**config.mk**
```make
export PLATFORM = sky130hd
export DESIGN_NAME = ev_tag_compare
export DESIGN_NICKNAME = d
export VERILOG_FILES = /design/src/rtl/ev_tag_compare_pkg.sv /design/src/rtl/ev_tag_compare.sv
export SDC_FILE = /design/constraint.sdc
export NUM_CORES = 1
export LEC_CHECK = 0
export BUFFER_PORTS_ARGS = -buffer_cell sky130_fd_sc_hd__clkbuf_2
export CORE_AREA = 2 2 114 227
export DETAILED_ROUTE_END_ITERATION = 8
export DIE_AREA = 0 0 116 229
export PLACE_DENSITY = 0.62
export SLEW_MARGIN = 20
export SYNTH_ARGS = -nofsm -noshare
export SYNTH_HDL_FRONTEND = slang
export SYNTH_SLANG_ARGS = --single-unit
```
**constraint.sdc**
```tcl
create_clock -name clk -period 2.6 [get_ports clk]
set_input_delay 0.26 -clock clk [delete_from_list [all_inputs] [get_ports clk]]
set_output_delay 0.26 -clock clk [all_outputs]
set_load 0.05 [all_outputs]
```
**src/rtl/ev_tag_compare_pkg.sv**
```systemverilog
// Shared EV/PP definitions: default widths, FSM state encoding and verdict codes
// used by the EV tag comparison stage.
package ev_tag_compare_pkg;

    localparam int EV_HASHTAG_WIDTH_DEF  = 64;
    localparam int FRAME_ROUND_WIDTH_DEF = 6;
    localparam int TIMEOUT_CYCLES_DEF    = 65535;
    localparam int EV_CNT_WIDTH          = 16;

    typedef enum logic [1:0] {
        ST_IDLE    = 2'b00,
        ST_COLLECT = 2'b01,
        ST_COMPARE = 2'b10,
        ST_SEND    = 2'b11
    } ev_state_t;

    typedef enum logic [1:0] {
        RES_PASS           = 2'b00,
        RES_TAG_MISMATCH   = 2'b01,
        RES_ROUND_MISMATCH = 2'b10,
        RES_TIMEOUT        = 2'b11
    } ev_result_t;

    // Verdict counters stick at all-ones instead of wrapping.
    function automatic logic [EV_CNT_WIDTH-1:0] sat_inc(input logic [EV_CNT_WIDTH-1:0] value);
        return (value == {EV_CNT_WIDTH{1'b1}}) ? value : value + 1'b1;
    endfunction

endpackage

```
**src/rtl/ev_tag_compare.sv**
```systemverilog
// Compares Bob's EV hash tag with the tag received from Alice and hands a
// pass / mismatch / timeout verdict to the Alice-side transmitter.
module ev_tag_compare
    import ev_tag_compare_pkg::*;
#(
    parameter int EV_HASHTAG_WIDTH  = EV_HASHTAG_WIDTH_DEF,
    parameter int FRAME_ROUND_WIDTH = FRAME_ROUND_WIDTH_DEF,
    parameter int TIMEOUT_CYCLES    = TIMEOUT_CYCLES_DEF
) (
    input  logic                         clk,
    input  logic                         rst_n,
    input  logic [EV_HASHTAG_WIDTH-1:0]  target_hashtag,
    input  logic                         hashtag_valid,
    input  logic [FRAME_ROUND_WIDTH-1:0] frame_round,
    input  logic [EV_HASHTAG_WIDTH-1:0]  alice_tag,
    input  logic [FRAME_ROUND_WIDTH-1:0] alice_round,
    input  logic                         alice_tag_valid,
    output logic                         alice_tag_ready,
    output logic                         result_valid,
    input  logic                         result_ready,
    output logic [1:0]                   result_code,
    output logic [FRAME_ROUND_WIDTH-1:0] result_round,
    output logic                         ev_done,
    output logic                         ev_pass,
    output logic [EV_CNT_WIDTH-1:0]      pass_cnt,
    output logic [EV_CNT_WIDTH-1:0]      fail_cnt,
    output logic                         overrun_err
);

    localparam int TW = (TIMEOUT_CYCLES < 2) ? 1 : $clog2(TIMEOUT_CYCLES + 1);

    ev_state_t                    state;
    ev_state_t                    state_next;
    logic                         have_local;
    logic                         have_alice;
    logic [EV_HASHTAG_WIDTH-1:0]  local_tag;
    logic [FRAME_ROUND_WIDTH-1:0] local_round;
    logic [EV_HASHTAG_WIDTH-1:0]  alice_tag_q;
    logic [FRAME_ROUND_WIDTH-1:0] alice_round_q;
    logic [TW-1:0]                timeout_cnt;
    ev_result_t                   result_code_q;
    ev_result_t                   compare_code;

    logic in_window;
    logic cap_local;
    logic cap_alice;
    logic send_done;
    logic go_timeout;

    // rst_n is active-high; the handshake outputs are masked while it is held.
    assign in_window       = (state == ST_IDLE) || (state == ST_COLLECT);
    assign cap_local       = in_window && hashtag_valid && !have_local;
    assign alice_tag_ready = in_window && !have_alice && !rst_n;
    assign cap_alice       = alice_tag_valid && alice_tag_ready;
    assign result_valid    = (state == ST_SEND) && !rst_n;
    assign send_done       = result_valid && result_ready;
    assign go_timeout      = (state == ST_COLLECT) && !(have_local && have_alice)
                             && (timeout_cnt == TW'(TIMEOUT_CYCLES));
    assign result_code     = result_code_q;

    always_comb begin
        compare_code = RES_PASS;
        if (local_round != alice_round_q) begin
            compare_code = RES_ROUND_MISMATCH;
        end else if (local_tag != alice_tag_q) begin
            compare_code = RES_TAG_MISMATCH;
        end
    end

    always_comb begin
        state_next = state;
        case (state)
            ST_IDLE: begin
                if ((have_local || cap_local) && (have_alice || cap_alice)) begin
                    state_next = ST_COMPARE;
                end else if (cap_local || cap_alice) begin
                    state_next = ST_COLLECT;
                end
            end
            ST_COLLECT: begin
                if (have_local && have_alice) begin
                    state_next = ST_COMPARE;
                end else if (go_timeout) begin
                    state_next = ST_SEND;
                end
            end
            ST_COMPARE: state_next = ST_SEND;
            ST_SEND: begin
                if (result_ready) begin
                    state_next = ST_IDLE;
                end
            end
            default: state_next = ST_IDLE;
        endcase
    end

    always_ff @(posedge clk) begin
        if (rst_n) begin
            state          <= ST_IDLE;
            have_local     <= 1'b0;
            have_alice     <= 1'b0;
            local_tag      <= '0;
            local_round    <= '0;
            alice_tag_q    <= '0;
            alice_round_q  <= '0;
            timeout_cnt    <= '0;
            result_code_q  <= RES_PASS;
            result_round   <= '0;
            ev_done        <= 1'b0;
            ev_pass        <= 1'b0;
            pass_cnt       <= '0;
            fail_cnt       <= '0;
            overrun_err    <= 1'b0;
        end else begin
            state   <= state_next;
            ev_done <= 1'b0;

            if (cap_local) begin
                local_tag   <= target_hashtag;
                local_round <= frame_round;
                have_local  <= 1'b1;
            end
            if (hashtag_valid && have_local) begin
                overrun_err <= 1'b1;
            end
            if (cap_alice) begin
                alice_tag_q   <= alice_tag;
                alice_round_q <= alice_round;
                have_alice    <= 1'b1;
            end

            // Counter idles at zero outside COLLECT, so it is already clear on entry.
            if (state != ST_COLLECT) begin
                timeout_cnt <= '0;
            end else if (!go_timeout) begin
                timeout_cnt <= timeout_cnt + 1'b1;
            end

            if (state == ST_COMPARE) begin
                result_code_q <= compare_code;
                result_round  <= local_round;
            end else if (go_timeout) begin
                result_code_q <= RES_TIMEOUT;
                result_round  <= have_local ? local_round : alice_round_q;
            end

            if (send_done) begin
                ev_done    <= 1'b1;
                ev_pass    <= (result_code_q == RES_PASS);
                have_local <= 1'b0;
                have_alice <= 1'b0;
                if (result_code_q == RES_PASS) begin
                    pass_cnt <= sat_inc(pass_cnt);
                end else begin
                    fail_cnt <= sat_inc(fail_cnt);
                end
            end
        end
    end

endmodule

```
# ---- Word-level counts from Yosys, hierarchy flattened
# Index checks and enable logic that the tools add are counted.
dict set report totals {
  out_inout_bits 45
  ff_bits 203
  word_cells 74
  inputBits 145
}
dict set report op_classes {
  muxes 13
  n_eq_ne 12
  n_bitwise 3
  add_sub_neg 3
  reduce_logical 28
}
# operator count
set ops {}
lappend ops {{64-bit != test} 1}
lappend ops {{16-bit by 1-bit adder with 16-bit output (second input constant)} 3}
lappend ops {{16-bit == test (second input constant)} 3}
lappend ops {{6-bit 2-to-1 mux} 3}
lappend ops {{2-bit 2-to-1 mux} 7}
lappend ops {{1-bit logical AND} 12}
lappend ops {{3-bit AND reduction} 3}
lappend ops {{2-bit one-hot mux with 4 select lines} 1}
lappend ops {{6-bit != test} 1}
lappend ops {{2-bit == test (second input constant)} 2}
lappend ops {{1-bit zero test} 4}
lappend ops {{2-bit zero test} 2}
lappend ops {{1-bit logical OR} 4}
lappend ops {{2-bit OR reduction} 2}
lappend ops {{3-bit by 1-bit != test with 1-bit output (second input constant)} 1}
lappend ops {{3-bit by 2-bit != test with 1-bit output (second input constant)} 1}
lappend ops {{1-bit inverter} 3}
lappend ops {{2-bit by 1-bit == test with 1-bit output (second input constant)} 1}
lappend ops {{1-bit 2-to-1 mux} 2}
lappend ops {{2-bit by 1-bit != test with 1-bit output (second input constant)} 1}
lappend ops {{2-bit != test (second input constant)} 1}
lappend ops {{2-bit nonzero test} 1}

# ---- Logic depth before layout (Yosys ltp)
# Gate-level depths: netlist of the first run.
dict set report logic_depth {
  depth_word 9
  depth_mapped 8
  mapped_depth_nobuf 7
}

# ---- Worst setup path before layout of the first run
# No wires, ideal clock.
dict set report synth_path {
  path_kind {reg2reg}
  start {register pass_cnt[0]}
  end {register pass_cnt[2]}
  slack_ps 498
  setup_ps 77
  path_buffers 1
  t_required_ps 2523
  t_arrival_ps 2025
  stages_incl_launch_ff 8
  period_less_slack_ps 2102
  cell_sequence {dfxtp_1 ha_1 nand3_1 nor4_1 buf_2 nor2_1 nand2_1 mux2i_1}
}
dict set report synth_via {
  elab_chain_len 3
  elab_cells_between_ends 4
  classes_between {1 x add/sub; 1 x eq/ne; 1 x bitwise; 1 x reduce/logical}
}
# item line_no
set synth_lines {}
lappend synth_lines {{from (decl)} ev_tag_compare.sv:25} ;# output logic [EV_CNT_WIDTH-1:0] pass_cnt,
lappend synth_lines {{from (signal assigned)} ev_tag_compare.sv:153} ;# pass_cnt <= sat_inc(pass_cnt);
lappend synth_lines {{branches (longest 3 deep; another with 16-bit by 1-bit adder with 16-bit output)} n/a}
# Several ways; the timed one is not identified.
# A chain may end at the register's enable or synchronous reset.

# ---- Final worst setup path of the first run
dict set report layout_path {
  start {register state[1]}
  end {register result_round[4]}
}
dict set report layout_via {
  elab_chain_len 4
  elab_cells_between_ends 6
  classes_between {2 x eq/ne; 1 x mux; 3 x reduce/logical}
}
# item line_no
set layout_lines {}
lappend layout_lines {{from (decl)} ev_tag_compare.sv:32} ;# ev_state_t state;
lappend layout_lines {{from (signal assigned)} ev_tag_compare.sv:115} ;# state <= state_next;
lappend layout_lines {{2-bit by 1-bit == test with 1-bit output} ev_tag_compare.sv:57} ;# assign go_timeout = (state == ST_COLLECT) && !(have_local && have_alice)
lappend layout_lines {{1-bit logical AND} ev_tag_compare.sv:57}
lappend layout_lines {{1-bit logical AND} ev_tag_compare.sv:58} ;# && (timeout_cnt == TW'(TIMEOUT_CYCLES));
lappend layout_lines {{2-bit nonzero test (no source line)} n/a}
lappend layout_lines {{to (signal assigned)} ev_tag_compare.sv:141} ;# result_round <= local_round;
lappend layout_lines {{to (signal assigned)} ev_tag_compare.sv:144} ;# result_round <= have_local ? local_round : alice_round_q;
lappend layout_lines {{to (decl)} ev_tag_compare.sv:22} ;# output logic [FRAME_ROUND_WIDTH-1:0] result_round,
# Parallel ways exist; a longest one is shown, timed or not.

==> impl_results.md, run 1 <==
- Share of cells above drive strength 1: 17.4%
- # H-tree levels: 1
- Vias: 8333
- Crit path buffers/inverters: 1
- Skew-Pair Late Insertion Delay: 510 ps
- DR WL/cell: 15.2 µm
- Drt via density: 4.88
- Final core occ: 47.6%
- CTS tree: yes
- Die height: 229 µm
- Area of the mapped netlist: 8590 µm²
- DRT iter0 DRCs: 553
- Starting Density: 34.6%
- Post-route cell area: 11800 µm²
- Post-route insts no fill: 1708
- RSZ-0062 raised after global routing: false
- Area Growth Syn to Fin: 37.6%
- Synth area leader: dfxtp_1
- # DRC: 0
- Worst Setup End Kind: register
- Largest net degree at the start of global routing: 141
- CTS Buf Count: 20
- Slew headroom: 35.4%
- Distinct cell type count after synthesis: 51
- DR pass1 iterations: 5
- HPWL after DPL: 16600 µm
- Vias in the first global route: 8456
- Worst path slowest cell: o21ai_2
- CP top delay family: compound AO/OA/AOI/OAI gates
- Top-area cell type share of the netlist area: 47.3%
- GPL Wtd Cong: 0.819
- Max_cap viols: 0
- Max Clock Skew: 17.8 ps
- I/O Buffers: 189
- Row Count: 82
- Post-DRT Antenna Nets: 0
- EDFF count, synth: 0
- Worst path required time: 3000 ps
- Maximum fanout along the worst path: 13
- Antenna cell count: 0
- Post-synth ARST share: 0%
- Cells after synthesis: 1066
- Total global-route track usage: 19.4%
- Worst-path clk slew: 70 ps
- Avg Inst Size Synth: 8.06 µm²
- Die area: 26600 µm²
- Routed WL: 25900 µm
- Clock sinks: 203
- Outcome: completed
- Slew Limit Fails: 0
- Post-CTS Setup Bufs: 0
- CP startpoint kind: register
- Fin crit period: 2260 ps
- Synth warnings: 0
- Clock root buffer: clkbuf_16
- Area contributors post-synth: dfxtp_1 (47%), nand2_1 (14%), xor2_1 (6.5%)
- CP Class: reg2reg
- CP max stage delay: 510 ps
- Global-route wire length before repair: 41800 µm
- DIE WIDTH: 116 µm
- Grt total ovfl: 0
- Total power: 9.49 mW
- Number of setup violations in the final report: 0
- Num ports: 190
- Clock buffer depth: 3
- Fmax: 442 MHz
- Endpoint arrival time on the critical path: 2670 ps
- Final setup TNS: 0 ps
- Hold Path Class: in2reg
- Initial antenna violation count: 0
- Core ar.: 24800 µm²
- Sequential fraction of the synthesis area: 47.3%
- Dpl cells: 1543
- Final setup margin: 338 ps
- Nets: 1514
- Final Cycle Share: 87.0%
- Flops & latches, synth: 203
- Placement Setup Slack: 365 ps
- Fillers: 2432
- Most common flop cell mapped by yosys: dfxtp_1
- Fin. Hold Viols: 0
- Leakage Power: 4.83 nW
- DP Area: 9860 µm²
- Pwr per Cell Area: 803 nW/µm²
- Final hold slack: 18.6 ps
- Mapped Nets: 1219
- Slew @ Worst Pin: 969 ps
- VDD IR max: 492 µV
- Cells along the critical path: inv_1, ha_1, a21boi_0, nand3_1, o21ai_2, nor2_1, a311oi_1
==> report_power, final <==
group          leakage [nW]  switching (mW)  internal (mW)  total (mW)
combinational          2.86            1.67           1.01        2.69
clock                 0.307            1.21           1.64        2.85
sequential             1.66           0.356           3.60        3.96
==> metal layers <==
| metal | track usage (%) | vias up | part of all wire, % |
|---|---|---|---|
| li1 | - | 4163 | - |
| met1 | 24.6 | 3827 | 43 |
| met2 | 33.0 | 283 | 48 |
| met3 | 3.10 | 60 | 6.3 |
| met4 | 6.92 | 0 | 3.4 |
| met5 | 0 | - | 0 |
==> cells by family after synthesis <==
| group | Yosys count | synth area share, % |
|---|---|---|
| xor+xnor | 108 | 11.0 |
| simple gates | 480 | 24.4 |
| mux | 1 | 0.117 |
| compound gates | 200 | 12.7 |
| flops | 203 | 47.3 |
| buf+inv | 66 | 3.19 |
| fa+ha+maj | 8 | 1.17 |
==> layout by cell type (no fill, tap or decap), drive strengths merged, types with 20 or more instances in the layout <==
| cell type | instances |
|---|---|
| nand2 | 313 |
| clkbuf | 219 |
| dfxtp | 203 |
| dlygate4sd3 | 132 |
| a21oi | 85 |
| o21ai | 85 |
| xor2 | 64 |
| nor2 | 55 |
| xnor2 | 44 |
| nor4 | 25 |
| nor3 | 20 |
==> cell type report <==
class / instances / area [µm²] / area share, %
Clock buffer: 31 / 623 / 5.27
Timing Repair Buffer: 332 / 2400 / 20.3
Clock inverter: 2 / 15.0 / 0.127
Multi-Input combinational cell: 797 / 4270 / 36.1
Inverter: 7 / 26.3 / 0.222
Sequential cell: 203 / 4060 / 34.4
Tap cell: 336 / 420 / 3.56
==> tightest hold or removal path, stage by stage <==
cell and delay [ps]:
clkbuf_2 80, nand2_1 70, a21oi_1 60
==> synthesized netlist by cell type, types with 3 or more instances <==
library cell and instances:
a21oi_1 85, a311oi_1 7, and2_1 5, and3_1 6
and4_1 5, buf_2 9, clkbuf_1 45, dfxtp_1 203
ha_1 8, inv_1 7, nand2_1 312, nand3_1 14
nand4_1 15, nor2_1 55, nor3_1 20, nor3b_1 4
nor4_1 25, o2111ai_1 3, o211ai_1 4, o21ai_0 83
o31ai_1 4, xnor2_1 44, xor2_1 64
==> worst paths after layout <==
| check | start | to | slack [ps] | depth (start not counted) |
|---|---|---|---|---|
| hold reg to reg | local_tag[38] | local_tag[38] | 460 | 2 |
| setup reg to reg | state[1] | result_round[4] | 340 | 7 |
| hold / removal | frame_round[0] | local_round[0] | 20 | 3 |
| setup / recovery | state[1] | result_round[4] | 340 | 7 |
==> flip-flops by register name (all words and copies together), names as in the netlist, 2 cells and up <==
register / count
state: 2
timeout_cnt: 16
fail_cnt: 16
local_tag: 64
alice_round_q: 6
result_round: 6
pass_cnt: 16
alice_tag_q: 64
result_code: 2
local_round: 6
==> repair_timing <==
action,4_1_cts,5_1_grt
resized for setup,0,0
hold endpoints to repair,132,0
hold buffers,132,0
No activity file was read; power rests on OpenSTA's default activity.
==> run 2: changes to the inputs <==
--- a/config.mk
+++ b/config.mk
@@ -6,10 +6,10 @@
 export NUM_CORES = 1
 export LEC_CHECK = 0
 export BUFFER_PORTS_ARGS = -buffer_cell sky130_fd_sc_hd__clkbuf_2
-export CORE_AREA = 2 2 114 227
+export CORE_AREA = 2 2 93 184
 export DETAILED_ROUTE_END_ITERATION = 8
-export DIE_AREA = 0 0 116 229
-export PLACE_DENSITY = 0.62
+export DIE_AREA = 0 0 95 186
+export PLACE_DENSITY = 0.85
 export SLEW_MARGIN = 20
 export SYNTH_ARGS = -nofsm -noshare
 export SYNTH_HDL_FRONTEND = slang
==> constraint.sdc (replaced) <==
create_clock -name clk -period 2.6 [get_ports clk]
set_input_delay 0 -clock clk [delete_from_list [all_inputs] [get_ports clk]]
set_output_delay 0 -clock clk [all_outputs]
set_load 0.05 [all_outputs]
==> impl_results.md, run 2 (synthesis results as in run 1) <==
- Outcome: completed
- Worst path slowest cell: o21ai_2
- Pwr per Cell Area: 799 nW/µm² (-0.50%)
- Area Growth Syn to Fin: 36.1%
- Drt via density: 5.62 (+15%)
- CP top delay family: compound AO/OA/AOI/OAI gates
- DR pass1 iterations: 7 (+2)
- CP startpoint kind: register
- Total global-route track usage: 33.2% (+14 points)
- Core ar.: 16300 µm² (-34%)
- VDD IR max: 549 µV (+12%)
- HPWL after DPL: 15900 µm (-4.1%)
- Crit path buffers/inverters: 1 (unchanged)
- Biggest regs: alice_tag_q: 64 flops, local_tag: 64 flops
- Clock sinks: 203 (unchanged)
- # DRC: 0 (unchanged)
- Worst path required time: 2990 ps (about the same)
- Slew headroom: 44.1% (+8.6 points)
- DR WL/cell: 18.5 µm (+22%)
- Vias in the first global route: 9134 (+8.0%)
- Post-DRT Antenna Nets: 0 (unchanged)
- Cts repair resizes: 0 (unchanged)
- Worst-path clk slew: 70 ps (about the same)
- Final setup margin: 377 ps (+39.0 ps)
- Commonest non-fill, non-tap cells in the layout: nand2_1 (312), dfxtp_1 (203), clkbuf_2 (188)
- Worst Setup End Kind: register
- Slew Limit Fails: 0 (unchanged)
- RSZ-0062 raised after global routing: false
- Initial antenna violation count: 4 (+4)
- DRT iter0 DRCs: 546 (-1.3%)
- I/O Buffers: 189 (unchanged)
- Largest net degree at the start of global routing: 88 (-38%)
- Num ports: 190 (unchanged)
- Die area: 17700 µm² (-33%)
- Final setup TNS: 0 ps (unchanged)
- CTS tree: yes
- Routed WL: 29400 µm (+13%)
- CTS Buf Count: 18 (-10%)
- # hold bufs at CTS: 144 (+9.1%)
- Die height: 186 µm (-19%)
- Clock root buffer: clkbuf_16
- CP max stage delay: 520 ps (about the same)
- GPL Wtd Cong: 0.876 (+7.0%)
- Share of cells above drive strength 1: 17.2% (-0.19 points)
- Final Cycle Share: 85.5% (-1.5 points)
- # H-tree levels: 1 (unchanged)
- Post-CTS Setup Bufs: 0 (unchanged)
- Max_cap viols: 0 (unchanged)
- Maximum fanout along the worst path: 13 (unchanged)
- Endpoint arrival time on the critical path: 2610 ps (-60 ps)
- Fin. Hold Viols: 0 (unchanged)
- Vias: 8943 (+7.3%)
- Grt total ovfl: 0 (unchanged)
- Placement Setup Slack: 404 ps (+39.6 ps)
- Leakage Power: 4.84 nW (+0.29%)
- Row Count: 66 (-20%)
- Cells along the critical path: inv_1, ha_1, a21boi_0, nand3_1, o21ai_2, nor2_1, a311oi_1
- DIE WIDTH: 95 µm (-18%)
- Fillers: 1161 (-52%)
- CP Class: reg2reg
- Max Clock Skew: 8.86 ps (-8.98 ps)
- Post-route cell area: 11700 µm² (-1.1%)
- Total power: 9.34 mW (-1.6%)
- Starting Density: 52.8% (+18 points)
- Global-route wire length before repair: 45600 µm (+9.2%)
- Nets: 1522 (+0.53%)
- Number of setup violations in the final report: 0 (unchanged)
- Skew-Pair Late Insertion Delay: 480 ps (-30 ps)
- Fin crit period: 2220 ps (-39.0 ps)
- Hold Path Class: in2reg
- Most common cell after layout, fill and taps aside: nand2_1
- Fmax: 450 MHz (+1.8%)
- Clock buffer depth: 3 (unchanged)
- DP Area: 9650 µm² (-2.1%)
- Slew @ Worst Pin: 839 ps (-130 ps)
run 2: changes by cell type in the layout (fill, tap and decap cells not counted):
cell           change
clkinv_4           +1
diode_2            +5
buf_12             -2
clkinv_2           +4
clkbuf_1           -2
clkbuf_8           -2
clkbuf_16          -2
dlygate4sd3_1     +12
run 2: final timing paths:
| check | cells past startpoint | slack, ps | from | end |
|---|---|---|---|---|
| max reg2reg | 7 | 380 | state[1] | result_round[0] |
| max | 7 | 380 | state[1] | result_round[0] |
| min reg2reg | 2 | 450 | ev_pass | ev_pass |
| min | 4 | 60 | rst_n | alice_round_q[2] |
run 2: per-layer routing:
metal	global-route usage (%)	wire, µm
met2	59.4	15300
met1	34.4	10000
met4	22.6	2290
met3	5.47	1740
met5	0	0
run 2: power breakdown:
part	switching (mW)	total (mW)	internal [mW]
Sequential	0.376	3.97	3.60
Clock	1.19	2.65	1.46
Combinational	1.73	2.72	0.990
run 2: worst min-delay path, stage by stage:
cell     delay, ps
buf_4          100
inv_2          190
nand2_1        130
o21ai_0         60
run 2: per-stage QoR:
step,util [%],std cells,hold slack (ps)
floorplan,-,1066,109
global route,71.8,1589,82.6
detailed placement,59.3,1409,201
global placement,59.3,1409,195
CTS,71.8,1585,49.3
finish,71.9,1590,57.4
run 2: layout make-up:
class / instances / area (µm²) / area share (%)
clock inverters: 7 / 43.8 / 0.375
clock buffers: 25 / 538 / 4.60
diodes: 5 / 12.5 / 0.107
well taps: 204 / 255 / 2.18
repair buffers: 342 / 2480 / 21.2
flip-flops and latches: 203 / 4060 / 34.8
inverters: 7 / 26.3 / 0.225
multi-input cells: 797 / 4270 / 36.5
==> run 3: changes to the inputs <==
--- a/config.mk
+++ b/config.mk
@@ -6,10 +6,11 @@
 export NUM_CORES = 1
 export LEC_CHECK = 0
 export BUFFER_PORTS_ARGS = -buffer_cell sky130_fd_sc_hd__clkbuf_2
-export CORE_AREA = 2 2 93 184
+export CORE_AREA = 2 2 130 132
 export DETAILED_ROUTE_END_ITERATION = 8
-export DIE_AREA = 0 0 95 186
+export DIE_AREA = 0 0 132 134
 export PLACE_DENSITY = 0.85
+export SKIP_LAST_GASP = 1
 export SLEW_MARGIN = 20
 export SYNTH_ARGS = -nofsm -noshare
 export SYNTH_HDL_FRONTEND = slang
==> impl_results.md, run 3 (synthesis results as in run 1) <==
- Cells along the critical path: inv_1, ha_1, or2_2, nand2b_2, buf_12, nand2_1, a21oi_1, dlygate4sd3_1
- Grt total ovfl: 0 (unchanged)
- Fin crit period: 2500 ps (+274 ps)
- Die area: 17700 µm² (+0.10%)
- Vias in the first global route: 9206 (+0.79%)
- Endpoint arrival time on the critical path: 2940 ps (+330 ps)
- RSZ-0062 raised after global routing: false
- Hold Path Class: in2reg
- Worst Setup End Kind: register
- Worst-path clk slew: 60 ps (about the same)
- Nets: 1536 (+0.92%)
- Fillers: 1105 (-4.8%)
- # H-tree levels: 1 (unchanged)
- Outcome: completed
- I/O Buffers: 189 (unchanged)
- Clock root buffer: clkbuf_16
- VDD IR max: 706 µV (+29%)
- Area Growth Syn to Fin: 39.0%
- GPL Wtd Cong: 0.869 (-0.78%)
- CP Class: reg2reg
- Pwr per Cell Area: 815 nW/µm² (+1.9%)
- Post-route insts no fill: 1623 (+2.1%)
- Number of setup violations in the final report: 0 (unchanged)
- Num ports: 190 (unchanged)
- # DRC: 0 (unchanged)
- Starting Density: 52.7% (-0.069 points)
- Maximum fanout along the worst path: 70 (+57)
- HPWL after DPL: 15000 µm (-5.7%)
- Slew Limit Fails: 0 (unchanged)
- DIE WIDTH: 132 µm (+39%)
- Most common cell after layout, fill and taps aside: nand2_1
- Fin. Hold Viols: 0 (unchanged)
- Final setup TNS: 0 ps (unchanged)
- Largest net degree at the start of global routing: 91 (+3.4%)
- Commonest non-fill, non-tap cells in the layout: nand2_1 (312), dfxtp_1 (203), clkbuf_2 (188)
- Drt via density: 5.68 (+0.92%)
- Share of cells above drive strength 1: 16.8% (-0.40 points)
- Fmax: 400 MHz (-11%)
- DRT iter0 DRCs: 732 (+34%)
- Die height: 134 µm (-28%)
- Dpl cells: 1425 (+1.1%)
- Core ar.: 16300 µm² (+0.13%)
- Row Count: 47 (-29%)
- Post-CTS Setup Bufs: 0 (unchanged)
- Worst path slowest cell: dlygate4sd3_1
- Biggest regs: alice_tag_q: 64 flops, local_tag: 64 flops
- Clock sinks: 203 (unchanged)
- CP max stage delay: 580 ps (+60 ps)
- CP startpoint kind: register
- Global-route wire length before repair: 46300 µm (+1.4%)
- CTS Buf Count: 21 (+3)
- Leakage Power: 4.95 nW (+2.3%)
- Worst path required time: 3050 ps (+60 ps)
- Clock buffer depth: 3 (unchanged)
- Skew-Pair Late Insertion Delay: 510 ps (+30 ps)
- Post-DRT Antenna Nets: 0 (unchanged)
- Routed WL: 29500 µm (+0.46%)
- Max_cap viols: 0 (unchanged)
- Max Clock Skew: 13.9 ps (+5.06 ps)
- Vias: 9213 (+3.0%)
- Final Cycle Share: 96.0% (+11 points)
- Slew @ Worst Pin: 1040 ps (+203 ps)
- DR pass1 iterations: 5 (-2)
- Total global-route track usage: 32.3% (-0.82 points)
- CTS tree: yes
- Initial antenna violation count: 4 (unchanged)
- DR WL/cell: 18.2 µm (-1.6%)
- Slew headroom: 30.5% (-14 points)
[run 3: cell count changes in the layout (fill, tap and decap cells not counted), moves of 2 or more]
cell,delta
clkinvlp_4,-2
clkbuf_1,+7
clkinv_2,-4
buf_4,-4
diode_2,+2
clkbuf_16,+2
buf_12,+3
dlygate4sd3_1,+11
[run 3: routing by layer]
layer  part of all wire (%)  wire length [µm]  global-route usage (%)  vias to the layer above
met1                     37             11000                    37.3                     4201
met3                    8.1              2380                    5.90                      181
met4                    6.7              1980                    19.7                        0
li1                       -                 -                       -                     4207
met5                      0                 0                       0                        -
met2                     48             14100                    56.0                      624
[run 3: path summary, 6_finish.rpt]
path | from | end | slack [ps] | cells past startpoint
max | state[1] | local_round[5] | 100 | 8
min | alice_tag[63] | alice_tag_q[63] | 250 | 4
max reg2reg | state[1] | local_round[5] | 100 | 8
min reg2reg | local_tag[23] | local_tag[23] | 470 | 2
[run 3: area by class of cell]
cell class | instances | area, µm² | share of cell area (%)
tap | 220 | 275 | 2.31
timing repair buffer | 353 | 2630 | 22.1
clock buffer | 34 | 614 | 5.15
inverter | 7 | 26.3 | 0.220
clock inverter | 2 | 38.8 | 0.325
multi-input combinational | 797 | 4270 | 35.8
sequential | 203 | 4060 | 34.0
antenna | 7 | 17.5 | 0.147
[run 3: metrics by stage]
step	total power, mW	util [%]	setup WS [ps]	hold slack, ps	area, µm²
4_1_cts	9.61	73.2	112	221	11900
3_3_place_gp	6.41	59.6	519	195	9710
3_5_place_dp	6.49	59.6	371	202	9710
2_1_floorplan	5.68	-	498	109	8590
6_report	9.73	73.3	103	252	11900
5_1_grt	10.1	73.2	8.56	265	11900
[run 3: timing repair]
action / CTS / global route
hold endpoints to repair: 154 / 0
endpoints found under the setup margin: 0 / 10
resized for setup: 0 / 1
hold buffers: 155 / 0
[run 3: critical path, delay by kind of cell (launching register included)]
family                   cells  cell delay (ps)
AO/OA/AOI/OAI                1              220
adder cells (fa/ha/maj)      1              240
buffers and inverters        3              960
flip-flops                   1              390
AND/OR/NAND/NOR              3              590
[run 3: report_power, final]
group          leakage [nW]  total, mW  internal, mW  switching [mW]
Sequential             1.66       3.98          3.60           0.383
Combinational          2.98       2.81          1.05            1.76
Clock                 0.317       2.93          1.71            1.22
Total                  4.95       9.73          6.36            3.36
